$ cat config.mk
export PLATFORM = sky130hd
export DESIGN_NAME = seq_alu
export DESIGN_NICKNAME = d
export VERILOG_FILES = /design/src/rtl/alu_pkg.sv /design/src/rtl/seq_mul_unit.sv /design/src/rtl/seq_alu.sv
export SDC_FILE = /design/constraint.sdc
export NUM_CORES = 1
export LEC_CHECK = 0
export ABC_CLOCK_PERIOD_IN_PS = 5000
export BUFFER_PORTS_ARGS = -buffer_cell sky130_fd_sc_hd__buf_2
export CORE_AREA = 4 4 94 184
export CTS_CLUSTER_SIZE = 10
export DETAILED_ROUTE_END_ITERATION = 10
export DIE_AREA = 0 0 98 188
export GPL_TIMING_DRIVEN = 0
export PLACE_DENSITY = 0.81
export SETUP_SLACK_MARGIN = 0.1
export SKIP_LAST_GASP = 1
export SLEW_MARGIN = 20
export SYNTH_ARGS = -nofsm -noshare
export SYNTH_HDL_FRONTEND = slang
export SYNTH_SLANG_ARGS = --single-unit
$ cat constraint.sdc
create_clock -name clk -period 5 [get_ports clk]
set_input_delay 1 -clock clk [delete_from_list [all_inputs] [get_ports clk]]
set_output_delay 1 -clock clk [all_outputs]
set_load 0.005 [all_outputs]
$ cat src/rtl/alu_pkg.sv
// Shared opcode map and control-state encoding for the sequential ALU.
package alu_pkg;

    localparam logic [3:0] OP_AND = 4'h0;
    localparam logic [3:0] OP_OR  = 4'h1;
    localparam logic [3:0] OP_ADD = 4'h2;
    localparam logic [3:0] OP_MUL = 4'h3;
    localparam logic [3:0] OP_SLL = 4'h4;
    localparam logic [3:0] OP_SRL = 4'h5;
    localparam logic [3:0] OP_SUB = 4'h6;
    localparam logic [3:0] OP_SLT = 4'h7;
    localparam logic [3:0] OP_LW  = 4'h8;
    localparam logic [3:0] OP_SW  = 4'hA;
    localparam logic [3:0] OP_BNE = 4'hE;

    typedef enum logic [1:0] {
        ST_IDLE = 2'd0,
        ST_BUSY = 2'd1,
        ST_HOLD = 2'd2
    } state_t;

endpackage

$ cat src/rtl/seq_mul_unit.sv
// Fixed-latency shift-add multiplier: WIDTH steps after start, done pulses with
// the final product presented combinationally so the caller registers it on that edge.
module seq_mul_unit #(
    parameter int WIDTH = 16
) (
    input  logic             clk,
    input  logic             rst_n,
    input  logic             start,
    input  logic [WIDTH-1:0] a,
    input  logic [WIDTH-1:0] b,
    output logic             done,
    output logic [WIDTH-1:0] prod_lo,
    output logic             prod_hi_nz
);

    localparam int SHW = $clog2(WIDTH);

    logic               active;
    logic [SHW-1:0]     cnt;
    logic [2*WIDTH-1:0] mcand;
    logic [2*WIDTH-1:0] prod;
    logic [2*WIDTH-1:0] prod_next;
    logic [WIDTH-1:0]   mplier;

    always_comb begin
        prod_next = mplier[0] ? prod + mcand : prod;
    end

    assign done       = active && (cnt == SHW'(WIDTH - 1));
    assign prod_lo    = prod_next[WIDTH-1:0];
    assign prod_hi_nz = |prod_next[2*WIDTH-1:WIDTH];

    always_ff @(posedge clk or negedge rst_n) begin
        if (!rst_n) begin
            active <= 1'b0;
            cnt    <= '0;
            mcand  <= '0;
            mplier <= '0;
            prod   <= '0;
        end else if (start) begin
            active <= 1'b1;
            cnt    <= '0;
            mcand  <= {{WIDTH{1'b0}}, a};
            mplier <= b;
            prod   <= '0;
        end else if (active) begin
            prod   <= prod_next;
            mcand  <= mcand << 1;
            mplier <= mplier >> 1;
            cnt    <= cnt + 1'b1;
            if (done) begin
                active <= 1'b0;
            end
        end
    end

endmodule

$ cat src/rtl/seq_alu.sv
// Handshaked ALU with a registered result stage; single-cycle ops go straight
// to HOLD, MUL runs through the iterative multiplier in BUSY.
module seq_alu
    import alu_pkg::*;
#(
    parameter int WIDTH = 16,
    parameter int SHW   = $clog2(WIDTH)
) (
    input  logic             clk,
    input  logic             rst_n,
    input  logic             in_valid,
    output logic             in_ready,
    input  logic [3:0]       opcod,
    input  logic [WIDTH-1:0] X,
    input  logic [WIDTH-1:0] Y,
    input  logic             Cin,
    output logic             out_valid,
    input  logic             out_ready,
    output logic [WIDTH-1:0] out,
    output logic             Cout,
    output logic             V,
    output logic             lt,
    output logic             eq,
    output logic             gt
);

    state_t           state;
    logic             accept;
    logic             is_mul;
    logic             sub_op;
    logic             c_in;
    logic [WIDTH-1:0] b_op;
    logic [WIDTH-1:0] sum;
    logic             carry;
    logic             ovf;
    logic             s_lt;
    logic             s_eq;
    logic [WIDTH-1:0] res;
    logic             res_c;
    logic             res_v;
    logic             mul_done;
    logic [WIDTH-1:0] mul_lo;
    logic             mul_hi_nz;

    always_comb begin
        case (state)
            ST_IDLE: in_ready = rst_n;
            ST_HOLD: in_ready = rst_n && out_ready;
            default: in_ready = 1'b0;
        endcase
    end

    assign accept = in_valid && in_ready;
    assign is_mul = (opcod == OP_MUL);

    // One adder serves ADD/SUB/LW/SW/BNE; subtraction is X + ~Y + 1.
    always_comb begin
        sub_op       = (opcod == OP_SUB) || (opcod == OP_BNE);
        b_op         = sub_op ? ~Y : Y;
        c_in         = sub_op ? 1'b1 : ((opcod == OP_ADD) ? Cin : 1'b0);
        {carry, sum} = {1'b0, X} + {1'b0, b_op} + {{WIDTH{1'b0}}, c_in};
        ovf          = (X[WIDTH-1] == b_op[WIDTH-1]) && (sum[WIDTH-1] != X[WIDTH-1]);
        s_lt         = $signed(X) < $signed(Y);
        s_eq         = (X == Y);
    end

    always_comb begin
        res   = '0;
        res_c = 1'b0;
        res_v = 1'b0;
        case (opcod)
            OP_AND: res = X & Y;
            OP_OR:  res = X | Y;
            OP_SLL: res = X << Y[SHW-1:0];
            OP_SRL: res = X >> Y[SHW-1:0];
            OP_SLT: res = {{(WIDTH-1){1'b0}}, s_lt};
            OP_LW, OP_SW: begin
                res   = sum;
                res_c = carry;
            end
            OP_ADD, OP_SUB, OP_BNE: begin
                res   = sum;
                res_c = carry;
                res_v = ovf;
            end
            default: res = '0;
        endcase
    end

    seq_mul_unit #(
        .WIDTH(WIDTH)
    ) u_mul (
        .clk        (clk),
        .rst_n      (rst_n),
        .start      (accept && is_mul),
        .a          (X),
        .b          (Y),
        .done       (mul_done),
        .prod_lo    (mul_lo),
        .prod_hi_nz (mul_hi_nz)
    );

    always_ff @(posedge clk or negedge rst_n) begin
        if (!rst_n) begin
            state     <= ST_IDLE;
            out       <= '0;
            Cout      <= 1'b0;
            V         <= 1'b0;
            lt        <= 1'b0;
            eq        <= 1'b0;
            gt        <= 1'b0;
            out_valid <= 1'b0;
        end else begin
            case (state)
                ST_IDLE, ST_HOLD: begin
                    if (accept) begin
                        // Compare flags are taken at accept since X/Y are not held for MUL.
                        lt <= s_lt;
                        eq <= s_eq;
                        gt <= !s_lt && !s_eq;
                        if (is_mul) begin
                            state     <= ST_BUSY;
                            V         <= 1'b0;
                            out_valid <= 1'b0;
                        end else begin
                            state     <= ST_HOLD;
                            out       <= res;
                            Cout      <= res_c;
                            V         <= res_v;
                            out_valid <= 1'b1;
                        end
                    end else if (state == ST_HOLD && out_ready) begin
                        state     <= ST_IDLE;
                        out_valid <= 1'b0;
                    end
                end
                ST_BUSY: begin
                    if (mul_done) begin
                        state     <= ST_HOLD;
                        out       <= mul_lo;
                        Cout      <= mul_hi_nz;
                        out_valid <= 1'b1;
                    end
                end
                default: state <= ST_IDLE;
            endcase
        end
    end

endmodule

==> qor.yml <==
status:
  outcome: "completed"
die:
  die_width_um: 98
  die_h_um: 188
  coreArea_mm2: 0.0159
  pin_count: 64
  dieArea_mm2: 0.0184
  rows: 65
  start_util: 0.622
placed_design:
  port_buffers: 62
  dpl.hpwl_um: 31300
  place_ws_ns: -0.971
  place.gp.congestion: 1.06
  placed_cells: 1459
  dpl_cell_area_mm2: 0.0105
clock_network:
  cts_sinks: 109
  cts_tree: "yes"
  clock_latency_ns: 0.36
  cts_buffers: 9
  clockBufferDepth: 2
  cts_max_level: 3
  cts-root-buf: "clkbuf_16"
  cts_hold_buf: 0
  clkSlewWorstSetupHoldPaths_ns: 0.08
synth:
  synth_nets: 1334
  synth_edf_count: 0
  ys.flop_type: "dfrtp_1"
  synth.cell_area_mm2: 0.00986
  synth_cell_types: 73
  ys_seq_elements: 109
  yosysWarnings: 0
  yosysSeqAreaShare: 0.277
  async_flop_share: 1.00
  synthCells: 1194
  avgSynthCellArea_um2: 8.26
cells_and_area:
  fin_util: 0.689
  diodes: 0
  num-nets-final: 1414
  areaGrowthSynthToFinish_pct: 10.8
  instances_no_fill: 1479
  drive_above_1_share: 0.104
  final_area_mm2: 0.0109
sta:
  max_freq_mhz: 208
  setup_tns_ns: 0
  setup_viol: 0
  period_needed_ns: 4.82
  hold_violations: 0
  timing.final.ws_setup_ns: 0.184
  whs_ns: 0.476
  post-route-period-util: 0.963
  skew_ns: 0.0111
  maxSlewHeadroom: 0.130
  slew_violations: 0
  worst_slew_pin_slew_ns: 1.29
  grt_setup_unrepaired: "true"
power:
  switchingPower_mw: 3.24
  p_per_area_mw_per_mm2: 593
  total_power_mw: 6.48
  internal_power_mw: 3.23
  power_frac_comb: 0.644
  power_frac_clock: 0.107
  p_leak_nw: 4.75
  ir_drop_v: 0.000253
  p_sw_frac: 0.501
  pwr-share-seq: 0.250
grt:
  grt.overflow.total: 0
  grt_usage: 0.438
  grt_max_degree: 76
  antenna_found_initial: 0
  first_global_vias: 10855
  grt_pass1_wl_um: 60900
drt:
  post_drt_wl_per_cell_um: 27.1
  drcViolationCount: 0
  num_vias: 10148
  drtAntennaViolNets: 0
  drt_first_pass_iters: 5
  wirelength_um: 40000
  viasPerCell: 6.86
  drtIter0Drc: 752
setup_path:
  worstSetupEndpointType: "flop"
  crit_type: "input pin to flop"
  crit_fanout: 8
  start_kind: "input pin"
  rr_worst_depth: 12
  required_ns: 5.25
  cp.arrival_ns: 5.06
hold_path:
  holdPathStages: 2
  hold_path_class: "flop to flop"
flow_run:
  maxCapViolations: 0
==> Yosys cell counts, types with 16 or more instances <==
library cell    n  area (um^2)
xnor2_1        41          359
dfrtp_1       109         2730
nor2_1        124          465
a21oi_1       100          500
nand2_1       125          469
a211oi_1       25          188
ha_1           96         1200
a21o_1         20          150
nand3_1        19         95.1
xor2_1         17          149
o21a_1         16          120
inv_1          45          169
o21ai_0        90          450
mux2i_1        76          761
clkbuf_1       61          229
==> critical path: stages <==
cell and delay, ns:
clkbuf_8 0.14, clkbuf_8 0.14, nand3b_1 0.16, clkbuf_8 0.16
xnor2_1 0.15, fa_2 0.43, fa_2 0.41, a21o_1 0.17
a21o_1 0.20, a21o_1 0.18, o31a_1 0.26, a41o_1 0.22
o41a_1 0.38, a31oi_4 0.23, o21ai_4 0.10, nor4_2 0.18
o2111ai_1 0.17, o32a_1 0.37
==> power by group through the flow <==
stage | combinational [mW] | clock, mW | sequential, mW
floorplan | 2.98 | 0 | 1.49
CTS | 4.03 | 0.684 | 1.60
global placement | 3.87 | 0 | 1.59
detailed placement | 3.99 | 0 | 1.61
global route | 4.54 | 0.719 | 1.65
finish | 4.17 | 0.691 | 1.62
==> cells by family after synthesis <==
group,count (synthesis),share of synthesized area
compound gates,366,0.243
xor+xnor,58,0.0515
mux,87,0.0943
fa+ha+maj,99,0.128
buf+inv,115,0.0440
flops,109,0.277
simple gates,360,0.162
==> flip-flops by register name (all words and copies together), names as in the netlist <==
signal	cells
u_mul.mplier	16
u_mul.prod	32
u_mul.mcand	32
out_valid	1
u_mul.cnt	4
V	1
gt	1
state	2
lt	1
u_mul.active	1
Cout	1
eq	1
out	16
==> timing repair <==
| item | in CTS | in global routing |
|---|---|---|
| resized for setup | 13 | 17 |
| hold endpoints to repair | 0 | 0 |
| setup endpoints to repair | 8 | 8 |
| pin swaps | 10 | 3 |
| buffers inserted | 6 | 1 |
==> cells in the final DEF, fill, tap and decap left out, drive strengths merged, types with 6 or more instances in the layout <==
| cell type | Yosys | layout |
|---|---|---|
| xnor2 | 41 | 41 |
| o211ai | 12 | 12 |
| o221ai | 13 | 13 |
| nor3 | 14 | 14 |
| a22oi | 6 | 6 |
| nand3 | 19 | 19 |
| clkbuf | 62 | 68 |
| nand2 | 125 | 125 |
| o22ai | 6 | 6 |
| buf | 5 | 78 |
| or3 | 8 | 8 |
| ha | 96 | 96 |
| o21ai | 91 | 91 |
| nor2 | 124 | 124 |
| and2 | 6 | 6 |
| a31oi | 11 | 11 |
| nor2b | 14 | 14 |
| o31ai | 7 | 7 |
| a21oi | 101 | 101 |
| nand4 | 10 | 10 |
| o21a | 16 | 16 |
| inv | 46 | 46 |
| a221oi | 8 | 8 |
| o21bai | 8 | 8 |
| and3 | 9 | 9 |
| a211oi | 27 | 27 |
| dfrtp | 109 | 109 |
| nand2b | 10 | 10 |
| nor4 | 9 | 9 |
| xor2 | 17 | 17 |
| mux2i | 76 | 76 |
| mux2 | 7 | 7 |
| a21o | 20 | 20 |
==> final timing paths <==
path	from	to	slack, ns
max	opcod[0]	Cout	0.18
min	lt	lt	0.48
max reg2reg	u_mul.prod[0]	Cout	0.85
min reg2reg	lt	lt	0.48
max in group asynchronous	rst_n	u_mul.mcand[18]	3.76
min in group asynchronous	rst_n	u_mul.mcand[29]	0.53
==> per-layer routing <==
| metal | share of wire | vias up | track usage |
|---|---|---|---|
| li1 | - | 4500 | - |
| met1 | 0.29 | 4780 | 0.375 |
| met2 | 0.51 | 562 | 0.769 |
| met3 | 0.063 | 306 | 0.0994 |
| met4 | 0.14 | 0 | 0.476 |
| met5 | 0 | - | 0 |
==> layout make-up <==
class | count | area [um^2]
clock buffers | 10 | 239
flip-flops and latches | 109 | 2730
fillers | 1275 | 4930
repair buffers | 71 | 404
plain buffers | 65 | 288
well taps | 201 | 251
clock inverters | 5 | 37.5
multi-input cells | 970 | 6800
inverters | 48 | 180
No activity file was read; power rests on OpenSTA's default activity.
